File: config.mk
export PLATFORM = sky130hd
export DESIGN_NAME = maze_move_check_flat
export DESIGN_NICKNAME = d
export VERILOG_FILES = /design/src/rtl/maze_move_check_if.sv /design/src/rtl/maze_move_check.sv /design/src/flat_wrapper.sv
export SDC_FILE = /design/constraint.sdc
export NUM_CORES = 1
export LEC_CHECK = 0
export CAP_MARGIN = 30
export CORE_AREA = 2 2 55 57
export CTS_CLUSTER_DIAMETER = 50
export DETAILED_ROUTE_END_ITERATION = 8
export DIE_AREA = 0 0 57 59
export MAX_ROUTING_LAYER = met4
export REMOVE_ABC_BUFFERS = 1
export SLEW_MARGIN = 20
export SYNTH_ARGS = -nofsm -noshare
export SYNTH_HDL_FRONTEND = slang
export SYNTH_SLANG_ARGS = --single-unit
File: constraint.sdc
create_clock -name clk -period 1.99 [get_ports clk]
set_input_delay 0.398 -clock clk [delete_from_list [all_inputs] [get_ports clk]]
set_output_delay 0.398 -clock clk [all_outputs]
set_load 0.02 [all_outputs]
File: src/rtl/maze_move_check_if.sv
// Request/response and maze-memory signals of the maze move checker.
// slave = checker side, master = solver plus maze memory side.
interface maze_move_check_if #(
    parameter int COORD_W = 8,
    parameter int ADDR_W  = 8
);
    logic                      req_valid;
    logic                      req_ready;
    logic signed [COORD_W-1:0] row;
    logic signed [COORD_W-1:0] colomn;
    logic                      mem_rd;
    logic [ADDR_W-1:0]         mem_addr;
    logic                      dout;
    logic                      rsp_valid;
    logic                      rsp_ready;
    logic                      return_ornot;
    logic [1:0]                reason;
    logic                      clear_visited;

    modport master (
        output req_valid, row, colomn, dout, rsp_ready, clear_visited,
        input  req_ready, mem_rd, mem_addr, rsp_valid, return_ornot, reason
    );

    modport slave (
        input  req_valid, row, colomn, dout, rsp_ready, clear_visited,
        output req_ready, mem_rd, mem_addr, rsp_valid, return_ornot, reason
    );
endinterface

File: src/rtl/maze_move_check.sv
// Bounds/wall (and, with MAZE_MOVE_CHECK_VISITED_EN, visited) check of one candidate maze cell.
// Latency: rsp_valid 2 cycles after acceptance when rejected without a read, MEM_LAT+2 otherwise.
// Backpressure: one request in flight; req_ready only in IDLE; response held until rsp_ready.
module maze_move_check #(
    parameter int ROWS    = 16,
    parameter int COLS    = 16,
    parameter int COORD_W = 8,
    parameter int MEM_LAT = 1,
    parameter int ADDR_W  = $clog2(ROWS*COLS)
) (
    input  logic               clk,
    input  logic               rst,
    maze_move_check_if.slave   bus
);
    localparam int CNT_W = $clog2(MEM_LAT + 1);

    localparam logic [1:0] R_OK      = 2'd0;
    localparam logic [1:0] R_OOB     = 2'd1;
    localparam logic [1:0] R_WALL    = 2'd2;
    localparam logic [1:0] R_VISITED = 2'd3;

    typedef enum logic [1:0] {IDLE, CHECK, WAIT, RESP} state_t;

    state_t            state;
    logic [CNT_W-1:0]  cnt;
    logic              oob_q;
    logic              vis_q;

    int                row_i;
    int                col_i;
    logic              in_bounds;
    logic [ADDR_W-1:0] cand_addr;
    logic              cand_vis;
    logic              wall_sample;

    // Decided at acceptance so that mem_rd/mem_addr are registered and valid throughout CHECK.
    always_comb begin
        row_i     = int'(bus.row);
        col_i     = int'(bus.colomn);
        in_bounds = (row_i >= 0) && (row_i < ROWS) && (col_i >= 0) && (col_i < COLS);
        cand_addr = ADDR_W'(row_i * COLS + col_i);
    end

    assign wall_sample = (state == WAIT) && (cnt == CNT_W'(1));

`ifdef MAZE_MOVE_CHECK_VISITED_EN
    logic [ROWS*COLS-1:0] visited;

    // A clear in the accept cycle takes effect before CHECK, so it must mask the lookup here.
    assign cand_vis = in_bounds && !bus.clear_visited && visited[cand_addr];

    always_ff @(posedge clk) begin
        if (rst || bus.clear_visited) begin
            visited <= '0;
        end else if (wall_sample && !bus.dout) begin
            visited[bus.mem_addr] <= 1'b1;
        end
    end
`else
    logic unused_clear_visited;

    assign cand_vis             = 1'b0;
    assign unused_clear_visited = bus.clear_visited;
`endif

    always_ff @(posedge clk) begin
        if (rst) begin
            state            <= IDLE;
            bus.req_ready    <= 1'b1;
            bus.mem_rd       <= 1'b0;
            bus.mem_addr     <= '0;
            bus.rsp_valid    <= 1'b0;
            bus.return_ornot <= 1'b0;
            bus.reason       <= R_OK;
            cnt              <= '0;
            oob_q            <= 1'b0;
            vis_q            <= 1'b0;
        end else begin
            bus.mem_rd <= 1'b0;
            case (state)
                IDLE: begin
                    if (bus.req_valid && bus.req_ready) begin
                        bus.req_ready <= 1'b0;
                        oob_q         <= !in_bounds;
                        vis_q         <= cand_vis;
                        if (in_bounds && !cand_vis) begin
                            bus.mem_rd   <= 1'b1;
                            bus.mem_addr <= cand_addr;
                        end
                        state <= CHECK;
                    end
                end
                CHECK: begin
                    if (oob_q || vis_q) begin
                        bus.rsp_valid    <= 1'b1;
                        bus.return_ornot <= 1'b1;
                        bus.reason       <= oob_q ? R_OOB : R_VISITED;
                        state            <= RESP;
                    end else begin
                        cnt   <= CNT_W'(MEM_LAT);
                        state <= WAIT;
                    end
                end
                WAIT: begin
                    cnt <= cnt - CNT_W'(1);
                    if (wall_sample) begin
                        bus.rsp_valid    <= 1'b1;
                        bus.return_ornot <= bus.dout;
                        bus.reason       <= bus.dout ? R_WALL : R_OK;
                        state            <= RESP;
                    end
                end
                RESP: begin
                    if (bus.rsp_ready) begin
                        bus.rsp_valid <= 1'b0;
                        bus.req_ready <= 1'b1;
                        state         <= IDLE;
                    end
                end
                default: state <= IDLE;
            endcase
        end
    end
endmodule
File: src/flat_wrapper.sv
// flat-port wrapper written by rule: the top's interface ports become plain ports
module maze_move_check_flat 
#(
    parameter int ROWS    = 16,
    parameter int COLS    = 16,
    parameter int COORD_W = 8,
    parameter int MEM_LAT = 1,
    parameter int ADDR_W  = $clog2(ROWS*COLS)
)
  (clk, rst, bus_req_valid, bus_row, bus_colomn, bus_dout, bus_rsp_ready, bus_clear_visited, bus_req_ready, bus_mem_rd, bus_mem_addr, bus_rsp_valid, bus_return_ornot, bus_reason);
  maze_move_check_if #(.COORD_W(COORD_W), .ADDR_W(ADDR_W)) bus_i ();
  input  logic clk;
  input  logic rst;
  input wire logic [$bits(bus_i.req_valid)-1:0] bus_req_valid;
  input wire logic [$bits(bus_i.row)-1:0] bus_row;
  input wire logic [$bits(bus_i.colomn)-1:0] bus_colomn;
  input wire logic [$bits(bus_i.dout)-1:0] bus_dout;
  input wire logic [$bits(bus_i.rsp_ready)-1:0] bus_rsp_ready;
  input wire logic [$bits(bus_i.clear_visited)-1:0] bus_clear_visited;
  output wire logic [$bits(bus_i.req_ready)-1:0] bus_req_ready;
  output wire logic [$bits(bus_i.mem_rd)-1:0] bus_mem_rd;
  output wire logic [$bits(bus_i.mem_addr)-1:0] bus_mem_addr;
  output wire logic [$bits(bus_i.rsp_valid)-1:0] bus_rsp_valid;
  output wire logic [$bits(bus_i.return_ornot)-1:0] bus_return_ornot;
  output wire logic [$bits(bus_i.reason)-1:0] bus_reason;
  assign bus_i.req_valid = bus_req_valid;
  assign bus_i.row = bus_row;
  assign bus_i.colomn = bus_colomn;
  assign bus_i.dout = bus_dout;
  assign bus_i.rsp_ready = bus_rsp_ready;
  assign bus_i.clear_visited = bus_clear_visited;
  assign bus_req_ready = bus_i.req_ready;
  assign bus_mem_rd = bus_i.mem_rd;
  assign bus_mem_addr = bus_i.mem_addr;
  assign bus_rsp_valid = bus_i.rsp_valid;
  assign bus_return_ornot = bus_i.return_ornot;
  assign bus_reason = bus_i.reason;
  maze_move_check #(.ROWS(ROWS), .COLS(COLS), .COORD_W(COORD_W), .MEM_LAT(MEM_LAT), .ADDR_W(ADDR_W)) u_core (.clk(clk), .rst(rst), .bus(bus_i));
endmodule
==> metrics <==
Reg2Reg Setup Slack=280 ps; Worst EP arrival=1330 ps; max layer used=met4; clock latency on the worst-skew pair=290 ps; top-count cell post-synth=dfxtp_1; IO buf count=34; asr flop ratio synth=0; routability congestion estimate=0.774; io pins=36; setup TNS=0 ps; clock-pin slew on the worst setup and hold paths=110 ps; outcome=complete, no violations; Worst Clk Skew=3.02 ps; #FFs+latches synth=18; ANT nets after route=0; total gr overflow=0; Clock Root Buffer=clkbuf_4; worst min path class=flop to flop; Core ar.=0.00271 sq mm; library cells used by synthesis=35; Lkg Pwr=0.533 nW; Yosys top cell area share=0.387; Mapped Area=932 sq um; critical path, cell by cell=clkdlybuf4s50_1; register area share after synthesis=0.387; Sink Count=18; H-tree depth=1; slew margin rel.=0.681; leading area contributor after synthesis=dfxtp_1; f_max=0.577 GHz; layout net count=161; top cells by count, synth=dfxtp_1, ha_1, nand2_1; clock buffer depth=2; post-CTS sizing=0; die footprint=0.00336 sq mm; slew of the pin with the lowest slew margin=476 ps; RSZ-0062 raised after global routing=false; Stages on worst setup path=1; biggest cell delay along the critical path=630 ps; Die Ht=59 um; initial antenna violation count=0; vias in the first global route=809; slowest CP cell=clkdlybuf4s50_1; # diodes=0; Tmin final=1730 ps; Hold Violations, Final=0; Finished Core Util=0.501; layout cell share with drive strength beyond 1=0.155; Avg Synthesized Cell Area=10.4 sq um; first-pass GRT wire length=3.31 mm; count of pins over their slew limit=0; Power Dens Cells=997 mW/mm^2; DRC=0; Row Count=19; WL met2=983 um; hold buffer count at cts=0; pin count of the biggest net entering global routing=11; routed vias/inst=5.01; met3 WL=143 um; final WL=1.98 mm; critical path capture point type=output pin; via count=802; CTS Buf Count=3; CP Buf/Inv Count=1; Total GRT Usage=0.129; Top delay family on crit path=buffers and inverters; M1 WL=841 um; Layout area overhead=45.8%; Setup CP Type=flop to output pin; DR pass1 iterations=4; post-DP HPWL=1.56 mm; top post-synthesis cells by area=dfxtp_1, ha_1, a22o_2; setup bufs post-CTS=0; startpoint types=flop; EDFF count, synth=0; Worst Hold Path Cells=2; chip width=57 um; Most used DFF post-synth=dfxtp_1; yosys warns=0; peak supply drop=0.610 mV; required time worst endpoint=1590 ps; DRT iter0 DRCs=10; r2r worst-path depth=5; Crit Path Max Fanout=5; Post-Syn Instances=90; maxcap violations=0; CTS tree=done; wire per inst=12.4 um; Finish-stage setup viols=0; Initial Util=0.344; Final period util=0.870
-- routing by layer --
metal	vias up	track usage
li1	401	-
met1	372	0.147
met2	27	0.222
met3	2	0.0349
met4	0	0.0399
met5	-	-
-- layout make-up --
type | instances | area, sq um
repair buffers | 36 | 355
fillers | 287 | 1350
clock buffers | 4 | 36.3
flip-flops and latches | 18 | 360
well taps | 31 | 38.8
multi-input cells | 64 | 542
inverters | 7 | 26.3
-- through the flow --
stage	hold slack (ps)	std cells	total power, W	area (sq um)	worst slack [ps]
2_1_floorplan	454	89	0.000926	928	515
3_3_place_gp	447	156	0.00111	1320	32.2
3_5_place_dp	451	156	0.00113	1320	10.6
4_1_cts	473	160	0.00137	1360	251
5_1_grt	486	160	0.00147	1360	164
6_report	469	160	0.00135	1360	258
-- path summary, 6_finish.rpt --
path / end / start
max: bus_req_ready / u_core.bus.req_ready
max reg2reg: u_core.bus.mem_addr[0] / u_core.state[0]
min reg2reg: u_core.bus.mem_addr[5] / u_core.bus.mem_addr[5]
min: u_core.bus.mem_addr[5] / u_core.bus.mem_addr[5]
-- worst register-to-register path: stages, from the launching register on --
cell and delay [ps]:
dfxtp_1 400, inv_1 110, ha_1 270, and3_1 250
a31oi_2 390, a22o_2 230
-- cell families after synthesis --
kind of cell             synth area share
AND/OR/NAND/NOR                     0.204
AO/OA/AOI/OAI                       0.209
flip-flops                          0.387
adder cells (fa/ha/maj)             0.129
buffers and inverters              0.0322
XOR/XNOR                           0.0282
multiplexers                       0.0107
-- report_power, final --
part           leakage [nW]  total [W]  internal (W)  switching [W]
Sequential            0.147   0.000484      0.000427      0.0000562
Combinational         0.365   0.000639      0.000311       0.000328
Clock                0.0210   0.000232      0.000111       0.000120
Total                 0.533    0.00135      0.000850       0.000505
-- cells in the final DEF, fill, tap and decap left out, types with 2 or more instances in the layout --
cell             instances
nor2_1                   3
xnor2_1                  2
nor3_1                   2
inv_1                    7
a22o_2                   6
o21ai_0                  2
a21oi_1                  6
a211oi_1                 2
clkbuf_4                 3
dfxtp_1                 18
nand2_1                  8
nand3_1                  2
clkdlybuf4s50_1         34
ha_1                     8
buf_4                    2
nor4_4                   2
-- state kept, by name, indices dropped and copies added (netlist names) --
register / cells
u_core.bus.reason: 2
u_core.bus.rsp_valid: 1
u_core.bus.mem_addr: 8
u_core.bus.req_ready: 1
u_core.oob_q: 1
u_core.state: 2
u_core.bus.return_ornot: 1
u_core.bus.mem_rd: 1
u_core.cnt: 1
Power figures use the tool's default switching activity.
